===== config.mk =====
export PLATFORM = sky130hd
export DESIGN_NAME = alu_exec_unit_flat
export DESIGN_NICKNAME = d
export VERILOG_FILES = /design/src/rtl/alu_pkg.sv /design/src/rtl/alu_exec_unit_if.sv /design/src/rtl/alu_seq_mul.sv /design/src/rtl/alu_exec_unit.sv /design/src/flat_wrapper.sv
export SDC_FILE = /design/constraint.sdc
export NUM_CORES = 1
export LEC_CHECK = 0
export CAP_MARGIN = 20
export CORE_AREA = 2 2 162 164
export DETAILED_ROUTE_END_ITERATION = 8
export DIE_AREA = 0 0 164 166
export GPL_TIMING_DRIVEN = 0
export PLACE_DENSITY = 0.75
export SLEW_MARGIN = 40
export SYNTH_ARGS = -nofsm -noshare
export SYNTH_HDL_FRONTEND = slang
export SYNTH_SLANG_ARGS = --single-unit

===== constraint.sdc =====
create_clock -name clk -period 4.1 [get_ports clk]
set_clock_uncertainty 0.2 [all_clocks]
set_input_delay 1.025 -clock clk [delete_from_list [all_inputs] [get_ports clk]]
set_output_delay 1.025 -clock clk [all_outputs]
set_load 0.03 [all_outputs]

===== src/rtl/alu_pkg.sv =====
// -----------------------------------------------------------------------------
// alu_pkg
//   Shared constants for the ALU execution path: the 4-bit alu_ctrl codes
//   (also used by the ALU control decoder) and the execution FSM encoding.
// -----------------------------------------------------------------------------
package alu_pkg;

  localparam int ALU_CODE_W = 4;

  localparam logic [ALU_CODE_W-1:0] ALU_AND = 4'b0000;
  localparam logic [ALU_CODE_W-1:0] ALU_OR  = 4'b0001;
  localparam logic [ALU_CODE_W-1:0] ALU_ADD = 4'b0010;
  localparam logic [ALU_CODE_W-1:0] ALU_SUB = 4'b0110;
  localparam logic [ALU_CODE_W-1:0] ALU_SLT = 4'b0111;
  localparam logic [ALU_CODE_W-1:0] ALU_NOR = 4'b1100;
  localparam logic [ALU_CODE_W-1:0] ALU_MUL = 4'b1000;

  typedef enum logic [1:0] {
    ST_IDLE = 2'd0,
    ST_MUL  = 2'd1,
    ST_DONE = 2'd2
  } state_t;

endpackage


===== src/rtl/alu_exec_unit_if.sv =====
// -----------------------------------------------------------------------------
// alu_exec_unit_if
//   Request/response bundle of the ALU execution unit.
//   master : issues requests (in_valid, alu_ctrl, op_a, op_b) and accepts
//            results (out_ready); sees in_ready, out_valid, result and flags.
//   slave  : the execution unit itself.
// -----------------------------------------------------------------------------
interface alu_exec_unit_if
  import alu_pkg::*;
#(
  parameter int WIDTH = 32
);

  logic                  in_valid;
  logic                  in_ready;
  logic [ALU_CODE_W-1:0] alu_ctrl;
  logic [WIDTH-1:0]      op_a;
  logic [WIDTH-1:0]      op_b;
  logic                  out_valid;
  logic                  out_ready;
  logic [WIDTH-1:0]      result;
  logic                  zero;
  logic                  ovf;
  logic                  err;

  modport master (
    output in_valid, alu_ctrl, op_a, op_b, out_ready,
    input  in_ready, out_valid, result, zero, ovf, err
  );

  modport slave (
    input  in_valid, alu_ctrl, op_a, op_b, out_ready,
    output in_ready, out_valid, result, zero, ovf, err
  );

endinterface


===== src/rtl/alu_seq_mul.sv =====
// -----------------------------------------------------------------------------
// alu_seq_mul
//   Iterative shift-add multiplier, one partial product per clock, WIDTH
//   iterations. Only the low WIDTH bits of the product are kept.
// Ports
//   clk, rst_n   clock, asynchronous active-low reset
//   start        latch operands, clear accumulator, begin iterating
//   mcand_in     multiplicand
//   mplier_in    multiplier
//   busy         iterations in progress
//   done         high during the last iteration (combinational)
//   product      accumulator value after the current iteration; valid with done
// -----------------------------------------------------------------------------
module alu_seq_mul #(
  parameter int WIDTH = 32
) (
  input  logic             clk,
  input  logic             rst_n,
  input  logic             start,
  input  logic [WIDTH-1:0] mcand_in,
  input  logic [WIDTH-1:0] mplier_in,
  output logic             busy,
  output logic             done,
  output logic [WIDTH-1:0] product
);

  localparam int CNT_W = $clog2(WIDTH);
  localparam logic [CNT_W-1:0] LAST = CNT_W'(WIDTH - 1);

  logic [WIDTH-1:0] mcand_reg;
  logic [WIDTH-1:0] mplier_reg;
  logic [WIDTH-1:0] acc_reg;
  logic [WIDTH-1:0] acc_next;
  logic [CNT_W-1:0] cnt_reg;
  logic             busy_reg;

  assign acc_next = acc_reg + (mplier_reg[0] ? mcand_reg : '0);

  // done is flagged during the final iteration so the caller can capture
  // acc_next on the same edge that performs the last add.
  assign busy    = busy_reg;
  assign done    = busy_reg && (cnt_reg == LAST);
  assign product = acc_next;

  always_ff @(posedge clk or negedge rst_n) begin
    if (!rst_n) begin
      mcand_reg  <= '0;
      mplier_reg <= '0;
      acc_reg    <= '0;
      cnt_reg    <= '0;
      busy_reg   <= 1'b0;
    end else if (start) begin
      mcand_reg  <= mcand_in;
      mplier_reg <= mplier_in;
      acc_reg    <= '0;
      cnt_reg    <= '0;
      busy_reg   <= 1'b1;
    end else if (busy_reg) begin
      acc_reg    <= acc_next;
      mcand_reg  <= mcand_reg << 1;
      mplier_reg <= mplier_reg >> 1;
      if (cnt_reg == LAST) begin
        busy_reg <= 1'b0;
      end else begin
        cnt_reg <= cnt_reg + 1'b1;
      end
    end
  end

endmodule


===== src/rtl/alu_exec_unit.sv =====
// -----------------------------------------------------------------------------
// alu_exec_unit
//   Execution end of the ALU control path. Accepts a decoded alu_ctrl code
//   with two operands under valid/ready, returns a registered result with
//   zero/overflow/error flags. Logic ops, ADD/SUB/SLT take one cycle; MUL
//   (when MUL_EN) uses the iterative multiplier and takes WIDTH cycles.
// Ports
//   clk    clock, rising edge
//   rst_n  asynchronous active-low reset
//   bus    slave side of alu_exec_unit_if (request, response, flags)
// -----------------------------------------------------------------------------
module alu_exec_unit
  import alu_pkg::*;
#(
  parameter int WIDTH  = 32,
  parameter bit MUL_EN = 1'b1
) (
  input logic           clk,
  input logic           rst_n,
  alu_exec_unit_if.slave bus
);

  localparam int MSB = WIDTH - 1;

  state_t           state_reg;
  logic [WIDTH-1:0] result_reg;
  logic             zero_reg;
  logic             ovf_reg;
  logic             err_reg;
  logic             out_valid_reg;
  logic             in_ready_reg;

  logic [WIDTH-1:0] and_v;
  logic [WIDTH-1:0] or_v;
  logic [WIDTH-1:0] nor_v;
  logic [WIDTH-1:0] sum;
  logic [WIDTH-1:0] diff;
  logic             slt_bit;

  logic [WIDTH-1:0] alu_res;
  logic             alu_ovf;
  logic             alu_err;
  logic             is_mul;

  logic             accept;
  logic             mul_start;
  logic             mul_busy;
  logic             mul_done;
  logic [WIDTH-1:0] mul_product;

  // Bitwise ops, one slice per bit.
  for (genvar gi = 0; gi < WIDTH; gi++) begin : g_bit
    assign and_v[gi] = bus.op_a[gi] & bus.op_b[gi];
    assign or_v[gi]  = bus.op_a[gi] | bus.op_b[gi];
    assign nor_v[gi] = ~(bus.op_a[gi] | bus.op_b[gi]);
  end

  assign sum     = bus.op_a + bus.op_b;
  assign diff    = bus.op_a - bus.op_b;
  assign slt_bit = $signed(bus.op_a) < $signed(bus.op_b);

  always_comb begin
    alu_res = '0;
    alu_ovf = 1'b0;
    alu_err = 1'b0;
    is_mul  = 1'b0;
    case (bus.alu_ctrl)
      ALU_AND: alu_res = and_v;
      ALU_OR:  alu_res = or_v;
      ALU_NOR: alu_res = nor_v;
      ALU_ADD: begin
        alu_res = sum;
        alu_ovf = (bus.op_a[MSB] == bus.op_b[MSB]) && (sum[MSB] != bus.op_a[MSB]);
      end
      ALU_SUB: begin
        alu_res = diff;
        alu_ovf = (bus.op_a[MSB] != bus.op_b[MSB]) && (diff[MSB] != bus.op_a[MSB]);
      end
      ALU_SLT: alu_res = {{(WIDTH-1){1'b0}}, slt_bit};
      ALU_MUL: begin
        if (MUL_EN) begin
          is_mul = 1'b1;
        end else begin
          alu_err = 1'b1;
        end
      end
      default: alu_err = 1'b1;
    endcase
  end

  assign accept    = bus.in_valid && in_ready_reg;
  assign mul_start = accept && is_mul;

  if (MUL_EN) begin : g_mul
    alu_seq_mul #(
      .WIDTH(WIDTH)
    ) u_mul (
      .clk      (clk),
      .rst_n    (rst_n),
      .start    (mul_start),
      .mcand_in (bus.op_a),
      .mplier_in(bus.op_b),
      .busy     (mul_busy),
      .done     (mul_done),
      .product  (mul_product)
    );
  end else begin : g_no_mul
    assign mul_busy    = 1'b0;
    assign mul_done    = 1'b0;
    assign mul_product = '0;
  end

  // in_ready is a registered copy of (state == IDLE), except that it stays
  // low until the first edge after reset release.
  always_ff @(posedge clk or negedge rst_n) begin
    if (!rst_n) begin
      state_reg     <= ST_IDLE;
      result_reg    <= '0;
      zero_reg      <= 1'b0;
      ovf_reg       <= 1'b0;
      err_reg       <= 1'b0;
      out_valid_reg <= 1'b0;
      in_ready_reg  <= 1'b0;
    end else begin
      case (state_reg)
        ST_IDLE: begin
          in_ready_reg <= 1'b1;
          if (accept) begin
            in_ready_reg <= 1'b0;
            if (is_mul) begin
              state_reg <= ST_MUL;
            end else begin
              state_reg     <= ST_DONE;
              result_reg    <= alu_res;
              zero_reg      <= (alu_res == '0);
              ovf_reg       <= alu_ovf;
              err_reg       <= alu_err;
              out_valid_reg <= 1'b1;
            end
          end
        end
        ST_MUL: begin
          if (mul_done) begin
            state_reg     <= ST_DONE;
            result_reg    <= mul_product;
            zero_reg      <= (mul_product == '0);
            ovf_reg       <= 1'b0;
            err_reg       <= 1'b0;
            out_valid_reg <= 1'b1;
          end else if (!mul_busy) begin
            // Multiplier went idle without finishing: nothing to wait for.
            state_reg    <= ST_IDLE;
            in_ready_reg <= 1'b1;
          end
        end
        ST_DONE: begin
          if (bus.out_ready) begin
            state_reg     <= ST_IDLE;
            out_valid_reg <= 1'b0;
            in_ready_reg  <= 1'b1;
          end
        end
        default: begin
          state_reg     <= ST_IDLE;
          out_valid_reg <= 1'b0;
          in_ready_reg  <= 1'b0;
        end
      endcase
    end
  end

  assign bus.in_ready  = in_ready_reg;
  assign bus.out_valid = out_valid_reg;
  assign bus.result    = result_reg;
  assign bus.zero      = zero_reg;
  assign bus.ovf       = ovf_reg;
  assign bus.err       = err_reg;

endmodule


===== src/flat_wrapper.sv =====
// flat-port wrapper written by rule: the top's interface ports become plain ports
module alu_exec_unit_flat import alu_pkg::*;
#(
  parameter int WIDTH  = 32,
  parameter bit MUL_EN = 1'b1
)
  (clk, rst_n, bus_in_valid, bus_alu_ctrl, bus_op_a, bus_op_b, bus_out_ready, bus_in_ready, bus_out_valid, bus_result, bus_zero, bus_ovf, bus_err);
  alu_exec_unit_if #(.WIDTH(WIDTH)) bus_i ();
  input logic clk;
  input logic rst_n;
  input wire logic [$bits(bus_i.in_valid)-1:0] bus_in_valid;
  input wire logic [$bits(bus_i.alu_ctrl)-1:0] bus_alu_ctrl;
  input wire logic [$bits(bus_i.op_a)-1:0] bus_op_a;
  input wire logic [$bits(bus_i.op_b)-1:0] bus_op_b;
  input wire logic [$bits(bus_i.out_ready)-1:0] bus_out_ready;
  output wire logic [$bits(bus_i.in_ready)-1:0] bus_in_ready;
  output wire logic [$bits(bus_i.out_valid)-1:0] bus_out_valid;
  output wire logic [$bits(bus_i.result)-1:0] bus_result;
  output wire logic [$bits(bus_i.zero)-1:0] bus_zero;
  output wire logic [$bits(bus_i.ovf)-1:0] bus_ovf;
  output wire logic [$bits(bus_i.err)-1:0] bus_err;
  assign bus_i.in_valid = bus_in_valid;
  assign bus_i.alu_ctrl = bus_alu_ctrl;
  assign bus_i.op_a = bus_op_a;
  assign bus_i.op_b = bus_op_b;
  assign bus_i.out_ready = bus_out_ready;
  assign bus_in_ready = bus_i.in_ready;
  assign bus_out_valid = bus_i.out_valid;
  assign bus_result = bus_i.result;
  assign bus_zero = bus_i.zero;
  assign bus_ovf = bus_i.ovf;
  assign bus_err = bus_i.err;
  alu_exec_unit #(.WIDTH(WIDTH), .MUL_EN(MUL_EN)) u_core (.clk(clk), .rst_n(rst_n), .bus(bus_i));
endmodule

After elaboration in Yosys (flattened, before gate mapping)
Index checks and enable logic that the tools add are counted.
{"block": "word_totals", "out_inout_bits": 37, "ff_bits": 141, "inputBits": 72, "elab_cells": 199}
{"block": "classes", "n_addsub": 4, "bitwise_logic": 96, "n_eq_ne": 21, "n_mux": 48, "n_reduce_logical": 17, "magnitude_cmp": 1}
{"op": "$mux 32", "n": 10}
{"op": "$pmux 32 s6", "n": 1}
{"op": "$add 32x32->32", "n": 2}
{"op": "$logic_not 32->1", "n": 2}
{"op": "$pmux 32 s2", "n": 1}
{"op": "$and 1x1->1", "n": 32}
{"op": "$lt 32x32->1", "n": 1}
{"op": "$not 1->1", "n": 32}
{"op": "$or 1x1->1", "n": 32}
{"op": "$sub 32x32->32", "n": 1}
{"op": "$mux 1", "n": 21}
{"op": "$mux 5", "n": 3}
{"op": "$ne 2x2->1 const B", "n": 6}
{"op": "$mux 2", "n": 5}
{"op": "$eq 4x3->1 const B", "n": 2}
{"op": "$eq 4x4->1 const B", "n": 2}
{"op": "$pmux 1 s2", "n": 4}
{"op": "$reduce_and 4->1", "n": 2}
{"op": "$reduce_or 7->1", "n": 1}
{"op": "$pmux 1 s3", "n": 2}
{"op": "$pmux 2 s3", "n": 1}
{"op": "$reduce_and 3->1", "n": 2}
{"op": "$add 5x1->5 const B", "n": 1}
{"op": "$eq 5x5->1 const B", "n": 1}
{"op": "other kinds (13)", "n": 20}

Depth between registers and ports, before layout
Gate-level depths: netlist of run 1.
{"block": "logic_depth", "depth_word": 7, "mapped_depth": 16, "ltp_nobuf": 16}

Hierarchy
Synthesis of run 1 repeated with hierarchy kept, for this count alone.
{"block": "hier_totals", "cells_unflattened": 1808, "hier_area_um2": 14171.1}
{"mod": "alu_exec_unit", "area_each_um2": 7544.7, "n_inst": 1, "cells_per_inst": 1070}
{"mod": "alu_seq_mul", "area_each_um2": 6626.4, "n_inst": 1, "cells_per_inst": 738}

Worst setup path after synthesis of run 1
No wires, ideal clock.
{"block": "synth_timing", "path_type": "input to register", "startpoint": "input port bus_op_b[4]", "endpoint": "register u_core.result_reg[31] (netlist: u_core.bus.result[31])", "cell_stages": 14, "arrival_ps": 3569, "n_path_buf": 1, "setup_slack_ps": 189, "setup_ps": 142, "cell_sequence": "inv_1 ha_1 buf_6 nor2_2 a221o_1 or2_4 a2111oi_4 o31ai_2 a21oi_2 nand2b_1 nor3_1 or3_1 a21oi_2 o221ai_1"}
{"block": "synth_between", "elab_chain_cells": 5, "word_cells_on_any_way": 6, "classes_between": "add/sub: 2; mux: 4"}
{"element": "from (decl)", "line": "flat_wrapper.sv:14", "text": "input wire logic [$bits(bus_i.op_b)-1:0] bus_op_b;"}
{"element": "$sub 32x32->32 / $add 32x32->32 (equally long branches)", "line": "alu_exec_unit.sv:59, alu_exec_unit.sv:58"}
{"element": "$pmux 32 s6 (*)", "line": "alu_exec_unit.sv:67", "text": "case (bus.alu_ctrl)"}
{"element": "$mux 32 (*)", "line": "alu_exec_unit.sv:130", "text": "if (is_mul) begin"}
{"element": "$mux 32 (*)", "line": "alu_exec_unit.sv:128", "text": "if (accept) begin"}
{"element": "$pmux 32 s2 (*)", "line": "alu_exec_unit.sv:125", "text": "case (state_reg)"}
{"element": "to (signal assigned)", "line": "alu_exec_unit.sv:134", "text": "result_reg <= alu_res;"}
{"element": "to (signal assigned)", "line": "alu_exec_unit.sv:145", "text": "result_reg <= mul_product;"}
{"element": "to (decl)", "line": "alu_exec_unit.sv:26", "text": "logic [WIDTH-1:0] result_reg;"}
Mark *: on every way between the ends. The rest lies on a longest branch, timed or not. The select of a mux whose other input is x is not followed.
A chain may end at the register's enable or synchronous reset.

Worst setup path after layout of run 1
{"block": "layout_timing", "startpoint": "input port bus_op_b[0]", "endpoint": "register u_core.zero_reg (netlist: u_core.bus.zero)"}
{"block": "layout_between", "elab_chain_cells": 7, "word_cells_on_any_way": 11, "classes_between": "add/sub: 2; order compare: 1; mux: 4; bitwise: 3; reduce/logical: 1"}
{"element": "parallel branches: the longest is 2 deep, another holds $sub 32x32->32"}
{"element": "$pmux 32 s6 (*)", "line": "alu_exec_unit.sv:67"}
{"element": "$logic_not 32->1 (*)", "line": "alu_exec_unit.sv:135", "text": "zero_reg <= (alu_res == '0);"}
{"element": "$mux 1 (*)", "line": "alu_exec_unit.sv:130"}
{"element": "$mux 1 (*)", "line": "alu_exec_unit.sv:128"}
{"element": "$pmux 1 s2 (*)", "line": "alu_exec_unit.sv:125"}
{"element": "to (signal assigned)", "line": "alu_exec_unit.sv:135"}
{"element": "to (signal assigned)", "line": "alu_exec_unit.sv:146", "text": "zero_reg <= (mul_product == '0);"}
{"element": "to (decl)", "line": "alu_exec_unit.sv:27", "text": "logic zero_reg;"}
Every way passes the cells marked *. The select of a mux whose other input is x is not followed.

==> results of run 1 <==
[cell families after synthesis]
kind of cell               share of synthesized area [%]
and+or+nand+nor                                     18.3
DFF                                                 25.6
buffers and inverters                               6.88
muxes                                               7.21
AOI/OAI and AO/OA                                   26.8
adders and majority gates                           12.8
xor gates and xnor gates                            2.36
[layout by cell type (no fill, tap or decap), drive strengths merged, types with 7 or more instances in the layout]
master,synthesis,routed
a211o,8,8
clkbuf,78,116
clkdlybuf4s50,0,59
nor4,18,18
a31oi,16,16
nor3,24,24
a21o,24,24
a21oi,117,117
nand2b,9,9
a22oi,28,28
and2,37,37
and3,8,8
or2,7,7
o31ai,19,19
nand4,21,21
nand3,17,17
a211oi,18,18
o21ai,146,146
o21bai,14,14
dlymetal6s2s,0,7
xor2,12,12
nor2b,13,13
nor2,146,146
buf,22,89
ha,136,136
o221ai,13,13
xnor2,25,25
o21a,9,9
mux2i,98,98
nand2,192,192
a221o,16,16
o211ai,22,22
inv,118,128
dfrtp,141,141
a221oi,18,18
o22ai,9,9
[layout make-up]
cell class,count,area (sq um)
buffer,97,611
clock buffer,17,425
clock inverter,15,194
fill,2166,8330
inverter,119,477
multi-input combinational,1342,10200
sequential,141,3530
tap,335,419
timing repair buffer,164,1390
[routing by layer]
metal | track usage (%) | up-vias
met5 | 0 | -
met4 | 15.7 | 2
met3 | 6.62 | 163
met2 | 62.4 | 810
met1 | 52.4 | 6981
li1 | - | 6547
[through the flow]
| step | TNS [ns] | utilization (%) | std cells |
|---|---|---|---|
| 5_1_grt | -0.115 | 67.5 | 2230 |
| 4_1_cts | -0.0727 | 66.1 | 2215 |
| 2_1_floorplan | 0 | - | 1702 |
| 3_5_place_dp | -31.90 | 59.8 | 2147 |
| 3_3_place_gp | -589.33 | 59.6 | 2145 |
| 6_report | -0.0443 | 67.5 | 2230 |
[power by group through the flow]
| stage | Clock (mW) | Sequential [mW] | Combinational (mW) |
|---|---|---|---|
| floorplan | 0 | 2.68 | 4.10 |
| global placement | 0 | 2.53 | 6.02 |
| detailed placement | 0 | 2.55 | 6.14 |
| CTS | 1.74 | 2.53 | 6.45 |
| global route | 1.80 | 2.61 | 7.28 |
| finish | 1.75 | 2.55 | 6.75 |
[worst min-delay path by stage]
stage,end,slack [ns]
CTS,u_core.bus.result[19]$_DFFE_PN0P_,0.27
global route,u_core.bus.result[19]$_DFFE_PN0P_,0.29
floorplan,u_core.g_mul.u_mul.cnt_reg[4]$_DFFE_PN0P_,0.29
finish,u_core.bus.result[19]$_DFFE_PN0P_,0.27
detailed placement,u_core.bus.result[19]$_DFFE_PN0P_,0.25
global placement,u_core.bus.result[19]$_DFFE_PN0P_,0.25
[tightest hold or removal path, delay by kind of cell (launching register included)]
kind,cells,cell delay [ns]
DFF,1,0.35
and+or+nand+nor,2,0.09
[what timing repair did]
item	CTS	global route
buffers inserted	38	16
gates resized for setup	236	182
pin swaps	35	40
endpoints found under the setup margin	33	43
==> impl_summary.log, run 1 <==
INFO  metric run_status = complete, but fails checks
INFO  metric failed_checks = negative setup slack
INFO  metric worstRegToRegCells = 15
INFO  metric clock.fmax = 241 MHz
INFO  metric grt_remaining_overflow = 0
INFO  metric placementRows = 59
INFO  metric die_height = 166 um
INFO  metric routed_wl = 53800 um
INFO  metric reg2reg_to = u_core.bus.zero$_DFFE_PN0P_
INFO  metric endpoint_kind = flop
INFO  metric finalCritPeriodShare = 101%
INFO  metric synth_fp_nets = 1913
INFO  metric grt_pass1_vias = 14161
INFO  metric clk_latency = 0.45 ns
INFO  metric synth.avg_cell_area = 8.08 sq um
INFO  metric power.combinational.fraction = 61.0%
INFO  metric slew_headroom = 39.2%
INFO  metric min_path_type = reg2reg
INFO  metric synth-edff-count = 0
INFO  metric clock_sink_count = 141
INFO  metric cts-root-to-sink-buffers = 2
INFO  metric tritoncts = yes
INFO  metric met3_wire_len = 5000 um
INFO  metric ctsHtreeMaxLevel = 4
INFO  metric required_time_of_the_critical_path = 4.28 ns
INFO  metric ios = 109
INFO  metric vias = 14503
INFO  metric global_route_wire_length_before_repair = 81500 um
INFO  metric slowest_stage = or4b_4
INFO  metric clock-root-buffer = clkbuf_16
INFO  metric wl_met1 = 22000 um
INFO  metric layout.nets = 2093
INFO  metric effective_utilization_at_floorplan = 53.7%
INFO  metric last_element_of_the_critical_path = u_core.bus.zero$_DFFE_PN0P_
INFO  metric maxCapViolCount = 0
INFO  metric core_outline_area = 25600 sq um
INFO  metric cp_most_frequent_cell = nand4_1
INFO  metric synth_area = 13800 sq um
INFO  metric crit-reg2reg-launch = u_core.g_mul.u_mul.mplier_reg[0]$_DFFE_PN0P_
INFO  metric power.switching_fraction = 48.8%
INFO  metric final_critical_path_setup_slack = -0.0443 ns
INFO  metric timing.critical_path.from = bus_op_b[0]
INFO  metric number_of_vias_per_cell = 6.50
INFO  metric p_per_area = 639 nW/um^2
INFO  metric detail_route.wl_per_cell = 24.1 um
INFO  metric maxSlewViolCount = 0
INFO  metric initialDrtViolationCount = 1820
INFO  metric drt-pass1-iter-count = 5
INFO  metric grt_antenna_before_repair = 2
INFO  metric layout-drive-gt1-share = 19.4%
INFO  metric synth_top_cells_by_area = dfrtp_1, ha_1, mux2i_1
INFO  metric cts_inserted_buffers = 17
INFO  metric async_reset_ff_share = 100%
INFO  metric setup_viol = 1
INFO  metric timing.hold.worst.start = u_core.bus.result[19]$_DFFE_PN0P_
INFO  metric synthDominantCellAreaShare = 25.6%
INFO  metric highest_layer = met5
INFO  metric hold-path-cell-count = 2
INFO  metric yosys_register_bits = 141
INFO  metric reg2reg_slack = 0.02 ns
INFO  metric power_leakage = 7.68 nW
INFO  metric crit_path_buf_inv_count = 2
INFO  metric finalWorstPathRequiredPeriod = 4.14 ns
INFO  metric clk_pin_slew = 0.08 ns
INFO  metric crit_chain = buf_2 > ha_4 > inv_1 > fa_2 > nor2b_4 > o211ai_1 > a21oi_2 > nor2_4 > a211oi_4 > a41oi_4 > or4b_4 > a21oi_4 > nand4_1 > nor4_2 > nand4_1 > nand3_1
INFO  metric synth-warning-count = 0
INFO  metric seq_area_frac_synth = 25.6%
INFO  metric p_int = 5.66 mW
INFO  metric met2RoutedLength = 24600 um
INFO  metric critical_path.max_fanout = 4
INFO  metric cp_top_family = simple AND/OR/NAND/NOR gates
INFO  metric synthDistinctLibCells = 103
INFO  metric vdd_ir_drop_max = 0.547 mV
INFO  metric worst-setup-path-type = in2reg
INFO  metric worstMarginPinSlew = 0.912 ns
INFO  metric critPathMaxStageDelay = 0.55 ns
INFO  metric dpl_cell_area = 15300 sq um
INFO  metric syn_inst = 1702
INFO  metric synth_top_area_cell = dfrtp_1
INFO  metric flow.area_growth_from_synthesis = 25.6%
INFO  metric crit_arrival = 4.33 ns
INFO  metric synth_most_common_cell = nand2_1
INFO  metric sequential_share_of_power = 23.1%
INFO  metric dp_hpwl = 40100 um
INFO  metric finalHoldViolCount = 0
INFO  metric antenna-diode-count = 0
INFO  metric design_power_total = 11.1 mW
INFO  metric cts_hold_buf = 0
INFO  metric path_depth = 16
INFO  metric dp_slack = -1.63 ns
INFO  metric total_die_area = 27200 sq um
INFO  metric gp_routability_congestion = 1.01
INFO  metric remaining_drc_errors = 0
INFO  metric grt_setup_unrepaired = true
INFO  metric clockPowerShare = 15.9%
INFO  metric dieWidth = 164 um
INFO  metric power.switching = 5.40 mW
INFO  metric synth_top_flop_cell = dfrtp_1
INFO  metric critPathLaunchType = input port
INFO  metric synth.cells.most_frequent = nand2_1, nor2_1, dfrtp_1, ha_1, o21ai_0
INFO  metric port-buffer-count = 108
INFO  metric maximum_number_of_pins_on_one_net_before_global_route_repair = 76
INFO  metric worst_hold_check_slack = 0.267 ns
INFO  metric final_design_area_no_fill = 17300 sq um
INFO  metric antenna_violating_nets_left = 0
INFO  metric global_route.usage.total = 39.0%
No activity file was read; power rests on OpenSTA's default activity.
==> run 2: changes to the inputs <==
- CTS_BUF_LIST: not set -> sky130_fd_sc_hd__clkbuf_16
- GPL_TIMING_DRIVEN: 0 -> 1
==> impl_summary.log, run 2 (synthesis gave the netlist of run 1 again) <==
INFO  metric initialDrtViolationCount = 1870 (was 1820)
INFO  metric clockPowerShare = 13.8% (was 15.9%)
INFO  metric remaining_drc_errors = 0 (unchanged)
INFO  metric final_design_area_no_fill = 20100 sq um (was 17300 sq um)
INFO  metric most_frequent_cells_in_the_layout = buf_4, nand2_1, dfrtp_1 (was nand2_1, dfrtp_1, nor2_1)
INFO  metric routed_wl = 55000 um (was 53800 um)
INFO  metric critical_path.max_fanout = 8 (was 4)
INFO  metric antenna-diode-count = 0 (unchanged)
INFO  metric gp_routability_congestion = 1.04 (was 1.01)
INFO  metric clock.fmax = 249 MHz (was 241 MHz)
INFO  metric clock-root-buffer = clkbuf_16 (unchanged)
INFO  metric power.switching_fraction = 47.3% (was 48.8%)
INFO  metric grt_antenna_before_repair = 0 (was 2)
INFO  metric tritoncts = yes (unchanged)
INFO  metric worst-setup-path-type = in2reg (unchanged)
INFO  metric min_path_type = reg2reg (unchanged)
INFO  metric port-buffer-count = 108 (unchanged)
INFO  metric power_leakage = 9.44 nW (was 7.68 nW)
INFO  metric clock_sink_count = 141 (unchanged)
INFO  metric critPathLaunchType = input port (unchanged)
INFO  metric setup_viol = 0 (was 1)
INFO  metric antenna_violating_nets_left = 0 (unchanged)
INFO  metric layout-drive-gt1-share = 33.5% (was 19.4%)
INFO  metric maximum_number_of_pins_on_one_net_before_global_route_repair = 113 (was 76)
INFO  metric sequential_share_of_power = 21.8% (was 23.1%)
INFO  metric slew_headroom = 49.4% (was 39.2%)
INFO  metric dp_hpwl = 40200 um (was 40100 um)
INFO  metric power.combinational.fraction = 64.4% (was 61.0%)
INFO  metric timing.critical_path.from = bus_alu_ctrl[2] (was bus_op_b[0])
INFO  metric ctsHtreeMaxLevel = 4 (unchanged)
INFO  metric timing.hold.worst.start = u_core.bus.result[19]$_DFFE_PN0P_ (unchanged)
INFO  metric layout.nets = 2391 (was 2093)
INFO  metric maxSlewViolCount = 0 (unchanged)
INFO  metric crit-reg2reg-launch = u_core.g_mul.u_mul.mplier_reg[0]$_DFFE_PN0P_ (unchanged)
INFO  metric cts_hold_buf = 0 (unchanged)
INFO  metric run_status = completed (was complete, but fails checks)
INFO  metric p_per_area = 580 nW/um^2 (was 639 nW/um^2)
INFO  metric finalHoldViolCount = 0 (unchanged)
INFO  metric global_route.usage.total = 38.6% (was 39.0%)
INFO  metric cts-root-to-sink-buffers = 2 (unchanged)
INFO  metric die_height = 166 um (unchanged)
INFO  metric grt_remaining_overflow = 0 (unchanged)
INFO  metric maxCapViolCount = 0 (unchanged)
INFO  metric drt-pass1-iter-count = 7 (was 5)
INFO  metric crit_arrival = 4.13 ns (was 4.33 ns)
INFO  metric total_die_area = 27200 sq um (unchanged)
INFO  metric p_int = 6.15 mW (was 5.66 mW)
INFO  metric finalWorstPathRequiredPeriod = 4.02 ns (was 4.14 ns)
INFO  metric clk_latency = 0.44 ns (was 0.45 ns)
INFO  metric grt_pass1_vias = 15362 (was 14161)
INFO  metric dieWidth = 164 um (unchanged)
INFO  metric vdd_ir_drop_max = 1.01 mV (was 0.547 mV)
INFO  metric vias = 15970 (was 14503)
INFO  metric power.switching = 5.52 mW (was 5.40 mW)
INFO  metric finalCritPeriodShare = 98.1% (was 101%)
INFO  metric flow.area_growth_from_synthesis = 46.2% (was 25.6%)
INFO  metric dpl_cell_area = 17800 sq um (was 15300 sq um)
INFO  metric required_time_of_the_critical_path = 4.21 ns (was 4.28 ns)
INFO  metric core_outline_area = 25600 sq um (unchanged)
INFO  metric final_cell_count_no_fill = 2528 (was 2230)
INFO  metric clk_pin_slew = 0.07 ns (was 0.08 ns)
INFO  metric placementRows = 59 (unchanged)
INFO  metric worstMarginPinSlew = 0.759 ns (was 0.912 ns)
INFO  metric utilization = 78.5% (was 67.5%)
INFO  metric placed_cells = 2441 (was 2147)
INFO  metric number_of_vias_per_cell = 6.32 (was 6.50)
INFO  metric global_route_wire_length_before_repair = 82800 um (was 81500 um)
INFO  metric cts_inserted_buffers = 17 (unchanged)
INFO  metric effective_utilization_at_floorplan = 53.7% (unchanged)
INFO  metric detail_route.wl_per_cell = 21.8 um (was 24.1 um)
INFO  metric ios = 109 (unchanged)
INFO  metric layout.cells.most_common = buf_4 (was nand2_1)
INFO  metric endpoint_kind = flop (unchanged)
[run 2: final timing paths]
path	end	depth (start not counted)	slack, ns
worst min register to register	u_core.bus.result[19]$_DFFE_PN0P_	2	0.27
max in group asynchronous	u_core.bus.result[21]$_DFFE_PN0P_	2	2.52
worst min-delay path	u_core.bus.result[19]$_DFFE_PN0P_	2	0.27
worst max register to register	u_core.bus.zero$_DFFE_PN0P_	15	0.19
worst max-delay path	u_core.bus.result[2]$_DFFE_PN0P_	20	0.08
min in group asynchronous	u_core.g_mul.u_mul.mplier_reg[9]$_DFFE_PN0P_	1	0.38
[run 2: layer usage]
layer	vias up	global-route usage, %	part of all wire (%)
met3	220	6.52	8.9
met1	7663	52.2	41
met4	0	15.3	4.3
met5	-	0	0
met2	945	61.4	46
li1	7142	-	-
[run 2: area by class of cell]
| class | instances | area [sq um] |
|---|---|---|
| clock buffer | 17 | 425 |
| clock inverter | 15 | 173 |
| fill | 1748 | 5500 |
| inverter | 119 | 462 |
| multi-input combinational | 1342 | 10500 |
| sequential | 141 | 3530 |
| tap | 335 | 419 |
| timing repair buffer | 559 | 4620 |
[run 2: power groups by stage]
| stage | logic, mW | clock network [mW] | registers, mW |
|---|---|---|---|
| after global routing | 8.03 | 1.68 | 2.60 |
| after global placement | 6.63 | 0 | 2.51 |
| after detailed placement | 6.83 | 0 | 2.54 |
| after floorplan | 4.10 | 0 | 2.68 |
| final | 7.51 | 1.62 | 2.54 |
| after CTS | 7.03 | 1.62 | 2.52 |
[run 2: stage by stage]
step                total power, mW  hold slack (ns)  setup TNS, ns  worst slack [ns]
finish                         11.7            0.274              0            0.0774
detailed placement             9.36            0.261         -11.81             -1.03
global route                   12.3            0.308        -0.0406           -0.0406
floorplan                      6.78            0.293              0             0.189
CTS                            11.2            0.277              0           0.00325
global placement               9.14            0.250          -9.74            -0.967
[run 2: repair_timing]
item,in CTS,in global routing
pin swaps,39,67
endpoints found under the setup margin,12,15
resized for setup,133,205
buffers inserted,32,24
[run 2: critical path, cell delays in order]
cell             delay [ns]
clkdlybuf4s50_1        0.46
buf_4                  0.16
nor2_1                 0.09
buf_4                  0.16
nand3b_1               0.12
buf_4                  0.15
o221a_2                0.20
o22ai_1                0.10
buf_4                  0.15
buf_4                  0.12
buf_4                  0.12
buf_4                  0.12
buf_4                  0.12
buf_4                  0.13
buf_4                  0.12
buf_4                  0.13
buf_4                  0.12
buf_4                  0.12
buf_4                  0.12
a221o_1                0.29
==> run 3: changes to the inputs <==
- DONT_BUFFER_PORTS: not set -> 1
- PLACE_DENSITY: 0.75 -> 0.69
==> impl_summary.log, run 3 (synthesis gave the netlist of run 1 again) <==
INFO  metric run_status = completed (unchanged)
INFO  metric initialDrtViolationCount = 1541 (was 1870)
INFO  metric p_int = 5.63 mW (was 6.15 mW)
INFO  metric power.switching_fraction = 47.4% (was 47.3%)
INFO  metric power.switching = 5.07 mW (was 5.52 mW)
INFO  metric last_element_of_the_critical_path = u_core.bus.zero$_DFFE_PN0P_ (was u_core.bus.result[2]$_DFFE_PN0P_)
INFO  metric detail_route.wl_per_cell = 22.2 um (was 21.8 um)
INFO  metric slew_headroom = 43.3% (was 49.4%)
INFO  metric routed_wl = 48700 um (was 55000 um)
INFO  metric total_die_area = 27200 sq um (unchanged)
INFO  metric worstRegToRegCells = 15 (unchanged)
INFO  metric required_time_of_the_critical_path = 4.27 ns (was 4.21 ns)
INFO  metric final_design_area_no_fill = 16200 sq um (was 20100 sq um)
INFO  metric maxCapViolCount = 0 (unchanged)
INFO  metric layout.cells.most_common = buf_4 (unchanged)
INFO  metric clk_pin_slew = 0.08 ns (was 0.07 ns)
INFO  metric clockPowerShare = 15.4% (was 13.8%)
INFO  metric p_per_area = 660 nW/um^2 (was 580 nW/um^2)
INFO  metric endpoint_kind = flop (unchanged)
INFO  metric antenna_violating_nets_left = 0 (unchanged)
INFO  metric worstMarginPinSlew = 0.851 ns (was 0.759 ns)
INFO  metric global_route_wire_length_before_repair = 75800 um (was 82800 um)
INFO  metric antenna-diode-count = 0 (unchanged)
INFO  metric critPathLaunchType = input port (unchanged)
INFO  metric grt_pass1_vias = 13470 (was 15362)
INFO  metric finalWorstPathRequiredPeriod = 4.01 ns (was 4.02 ns)
INFO  metric crit_arrival = 4.18 ns (was 4.13 ns)
INFO  metric dp_slack = -0.388 ns (was -1.03 ns)
INFO  metric final_critical_path_setup_slack = 0.0880 ns (was 0.0774 ns)
INFO  metric global_route.usage.total = 35.6% (was 38.6%)
INFO  metric cts_inserted_buffers = 17 (unchanged)
INFO  metric ios = 109 (unchanged)
INFO  metric placementRows = 59 (unchanged)
INFO  metric clk_latency = 0.44 ns (about the same)
INFO  metric critical_path.max_fanout = 6 (was 8)
INFO  metric clock-root-buffer = clkbuf_16 (unchanged)
INFO  metric design_power_total = 10.7 mW (was 11.7 mW)
INFO  metric setup_viol = 0 (unchanged)
INFO  metric finalCritPeriodShare = 97.9% (was 98.1%)
INFO  metric worst-setup-path-type = in2reg (unchanged)
INFO  metric maxSlewViolCount = 0 (unchanged)
INFO  metric dieWidth = 164 um (unchanged)
INFO  metric ctsHtreeMaxLevel = 4 (unchanged)
INFO  metric flow.area_growth_from_synthesis = 17.8% (was 46.2%)
INFO  metric timing.critical_path.from = bus_op_b[4] (was bus_alu_ctrl[2])
INFO  metric grt_antenna_before_repair = 0 (unchanged)
INFO  metric layout.nets = 2060 (was 2391)
INFO  metric power.combinational.fraction = 58.1% (was 64.4%)
INFO  metric port-buffer-count = 0 (was 108)
INFO  metric vdd_ir_drop_max = 0.623 mV (was 1.01 mV)
INFO  metric tritoncts = yes (unchanged)
INFO  metric reg2reg_to = u_core.bus.zero$_DFFE_PN0P_ (unchanged)
INFO  metric most_frequent_cells_in_the_layout = buf_4, nand2_1, nor2_1 (was buf_4, nand2_1, dfrtp_1)
INFO  metric vias = 13757 (was 15970)
INFO  metric core_outline_area = 25600 sq um (unchanged)
INFO  metric clock_sink_count = 141 (unchanged)
INFO  metric grt_remaining_overflow = 0 (unchanged)
INFO  metric drt-pass1-iter-count = 6 (was 7)
INFO  metric layout-drive-gt1-share = 18.3% (was 33.5%)
INFO  metric finalHoldViolCount = 0 (unchanged)
INFO  metric reg2reg_slack = 0.18 ns (was 0.19 ns)
INFO  metric number_of_vias_per_cell = 6.26 (was 6.32)
INFO  metric power_leakage = 7.52 nW (was 9.44 nW)
INFO  metric placed_cells = 2164 (was 2441)
INFO  metric sequential_share_of_power = 26.5% (was 21.8%)
INFO  metric effective_utilization_at_floorplan = 53.7% (unchanged)
INFO  metric totalNegativeSetupSlack = 0 ns (unchanged)
INFO  metric maximum_number_of_pins_on_one_net_before_global_route_repair = 142 (was 113)
INFO  metric crit-reg2reg-launch = u_core.g_mul.u_mul.mplier_reg[0]$_DFFE_PN0P_ (unchanged)
INFO  metric dpl_cell_area = 15500 sq um (was 17800 sq um)
INFO  metric gp_routability_congestion = 1.01 (was 1.04)
INFO  metric dp_hpwl = 37400 um (was 40200 um)
INFO  metric final_cell_count_no_fill = 2197 (was 2528)
INFO  metric clock.fmax = 249 MHz (about the same)
INFO  metric die_height = 166 um (unchanged)
INFO  metric cts-root-to-sink-buffers = 2 (unchanged)
INFO  metric remaining_drc_errors = 0 (unchanged)
INFO  metric min_path_type = in2async (was reg2reg)
==> run 3: cell types whose count changed in the layout (fill, tap and decap cells not counted), moves of 25 or more <==
cell | previous run | this run
clkdlybuf4s50_1 | 64 | 0
buf_4 | 432 | 224
dlymetal6s2s_1 | 28 | 0
inv_2 | 42 | 4
a21oi_1 | 82 | 107
ha_1 | 106 | 136
inv_1 | 73 | 114
==> run 3: worst min-delay path by stage <==
stage                                            endpoint  cells after the start                                        from  slack [ns]
2_1_floorplan   u_core.g_mul.u_mul.cnt_reg[4]$_DFFE_PN0P_                      2   u_core.g_mul.u_mul.cnt_reg[4]$_DFFE_PN0P_        0.29
3_3_place_gp    u_core.g_mul.u_mul.cnt_reg[4]$_DFFE_PN0P_                      2   u_core.g_mul.u_mul.cnt_reg[4]$_DFFE_PN0P_        0.31
3_5_place_dp   u_core.g_mul.u_mul.acc_reg[26]$_DFFE_PN0P_                      2  u_core.g_mul.u_mul.acc_reg[26]$_DFFE_PN0P_        0.32
4_1_cts                  u_core.bus.out_valid$_DFFE_PN0P_                      0                                       rst_n        0.07
5_1_grt                 u_core.g_mul.u_mul.busy$_DFF_PN0_                      0                                       rst_n        0.06
6_report                 u_core.bus.out_valid$_DFFE_PN0P_                      0                                       rst_n        0.07
==> run 3: routing by layer <==
layer / share of wire (%) / wire length (um) / GRT usage [%]
met4: 3.1 / 1490 / 11.6
met3: 7.4 / 3590 / 4.92
met1: 45 / 21700 / 51.1
met5: 0 / 0 / 0
met2: 45 / 21900 / 55.3
==> run 3: layout make-up <==
type / instances / area [sq um]
Fill cell: 2277 / 9400
Clock buffer: 17 / 425
Tap cell: 335 / 419
Multi-Input combinational cell: 1342 / 9470
Timing Repair Buffer: 228 / 1750
Inverter: 119 / 448
Clock inverter: 15 / 166
Sequential cell: 141 / 3530
==> run 3: power groups by stage <==
| stage | sequential, mW | clock [mW] | combinational, mW |
|---|---|---|---|
| after detailed placement | 2.84 | 0 | 5.95 |
| after CTS | 2.82 | 1.66 | 6.00 |
| after floorplan | 2.68 | 0 | 4.10 |
| after global routing | 2.90 | 1.72 | 6.75 |
| final | 2.83 | 1.65 | 6.22 |
| after global placement | 2.81 | 0 | 5.81 |
==> run 3: critical path, cell delays in order <==
cell	delay, ns
inv_1	0.03
ha_1	0.37
a21oi_1	0.26
nand2b_1	0.11
o221a_2	0.31
buf_4	0.16
a21o_4	0.23
buf_4	0.15
and4_1	0.18
or4_1	0.40
o22ai_1	0.28
nand2_1	0.11
nor4_2	0.34
nand4_1	0.13
nand3_1	0.09
==> run 3: metrics by stage <==
stage               util [%]  hold slack (ns)
floorplan                  -            0.293
global placement        60.3            0.309
detailed placement      60.4            0.320
CTS                     62.7           0.0744
global route            63.3           0.0601
finish                  63.3           0.0677
==> run 3: repair_timing <==
item	in CTS	in global routing
hold buffers	0	0
endpoints found under the setup margin	0	6
resized for setup	0	31
setup buffers	0	1
==> RTL change: new RTL, flow settings as in run 3 <==
Change the package constant `ALU_CODE_W` from 4 to 6.
--- a/src/rtl/alu_pkg.sv
+++ b/src/rtl/alu_pkg.sv
@@ -6,5 +6,5 @@
 package alu_pkg;
 
-  localparam int ALU_CODE_W = 4;
+  localparam int ALU_CODE_W = 6;
 
   localparam logic [ALU_CODE_W-1:0] ALU_AND = 4'b0000;
Ports: changed (resized bus_alu_ctrl); port bits go from 109 to 111. The function was not compared with the original's and may differ.
==> RTL change against run 3 <==
  * The run now ends with setup timing left
  * Synthesized area is 1.2% lower
  * Global-route usage hardly changed
  * Setup slack worse by 0.14 ns
  * Routed wire length is 0.89% higher
  * Final area is 5.4% higher
  * Clock power is 2% higher
  * Sequential cell count stayed put
  * Power is 16% higher
  * First-iteration DRC count is 8.3% lower
  * Cell count is 3.6% higher
  * Critical path type unchanged
  * Largest power group unchanged
  * Highest routed layer is now met5
==> RTL change: results (changes against run 3) <==
crit-path max FO: 5 (was 6)
Worst setup startpoint: bus_op_b[15] (was bus_op_b[4])
Cell Int Power: 0.00661 W (was 0.00563 W)
Worst VDD drop: 0.000706 V (was 0.000623 V)
Crit path arrival time: 4.32 ns (was 4.18 ns)
final worst slack: -0.0517 ns (was 0.0880 ns)
All-Layer GR Usage: 35.6% (about the same)
Vias: 14.1k (was 13.8k)
largest cells by area after synthesis: dfrtp_1 (26%), ha_1 (13%), mux2i_1 (7.4%), o21ai_0 (5.1%), nand2_1 (4.4%) (was dfrtp_1 (26%), ha_1 (12%), mux2i_1 (7.1%), nand2_1 (5.2%), o21ai_0 (4.9%))
register area share after synthesis: 26.0% (was 25.6%)
failing checks: setup timing
top cells by count, synth: nand2_1 (160), nor2_1 (147), dfrtp_1 (141), o21ai_0 (138), ha_1 (136) (was nand2_1 (192), nor2_1 (144), dfrtp_1 (141), ha_1 (136), o21ai_0 (136))
WL final: 49100 µm (was 48700 µm)
first-pass GRT wire length: 76100 µm (was 75800 µm)
Placer Congestion: 0.983 (was 1.01)
# Post-CTS Setup Buffers: 8 (was 0)
Yosys cell types: 85 (was 103)
outcome: finished with violations (was finished clean)
number of global-route vias before repair: 13.9k (was 13.5k)
Post-DP HPWL: 37600 µm (was 37400 µm)
Mapped Nets: 1907 (was 1913)
# setup viols final: 3 (was 0)
initial antenna violation count: 2 (was 0)
final core occ: 66.7% (was 63.3%)
PostCTS Resize Cnt: 26 (was 0)
Worst path slowest cell: nor4_1 (was or4_1)
Layout Nets: 2140 (was 2060)
leakage: 7.40 nW (was 7.52 nW)
Clk pwr share: 13.6% (was 15.4%)
post-DR vias/cell: 6.20 (was 6.26)
[RTL change: cell type report]
type,count,area (µm²),area share [%]
inverters,108,412,2.41
flip-flops and latches,141,3530,20.7
repair buffers,304,2330,13.6
multi-input cells,1355,9780,57.2
clock inverters,15,185,1.08
clock buffers,17,425,2.49
well taps,335,419,2.45
[RTL change: cell families after synthesis]
| logic type | Yosys count | synth area share [%] |
|---|---|---|
| AND/OR/NAND/NOR | 548 | 19.3 |
| AO/OA/AOI/OAI | 526 | 26.1 |
| buffers and inverters | 198 | 5.57 |
| flip-flops | 141 | 26.0 |
| adder cells (fa/ha/maj) | 139 | 13.0 |
| multiplexers | 102 | 7.52 |
| XOR/XNOR | 40 | 2.58 |
[RTL change: per-stage QoR]
stage	TNS (ns)	hold WS, ns	cell area (µm²)	worst slack (ns)
after floorplan	-0.657	0.293	13600	-0.395
after global placement	-4.96	0.309	15900	-0.731
after detailed placement	-5.84	0.318	15900	-0.794
after CTS	-0.0115	0.0747	16700	-0.0115
after global routing	-0.590	0.0685	17100	-0.203
final	-0.0732	0.0790	17100	-0.0517
[RTL change: final timing paths]
check	slack, ns	to
max in group asynchronous	3.29	u_core.g_mul.u_mul.cnt_reg[2]
worst min register to register	0.33	u_core.g_mul.u_mul.cnt_reg[3]
worst max register to register	0.05	u_core.bus.zero
worst max-delay path	-0.05	u_core.bus.zero
worst min-delay path	0.08	u_core.g_mul.u_mul.mplier_reg[6]
min in group clk	0.33	u_core.g_mul.u_mul.cnt_reg[3]
[RTL change: metal layers]
metal,vias up,track usage [%],part of all wire (%)
li1,6641,-,-
met1,6740,51.7,45
met2,622,53.9,43
met3,98,7.37,9.0
met4,4,9.08,2.4
met5,-,0,0.065
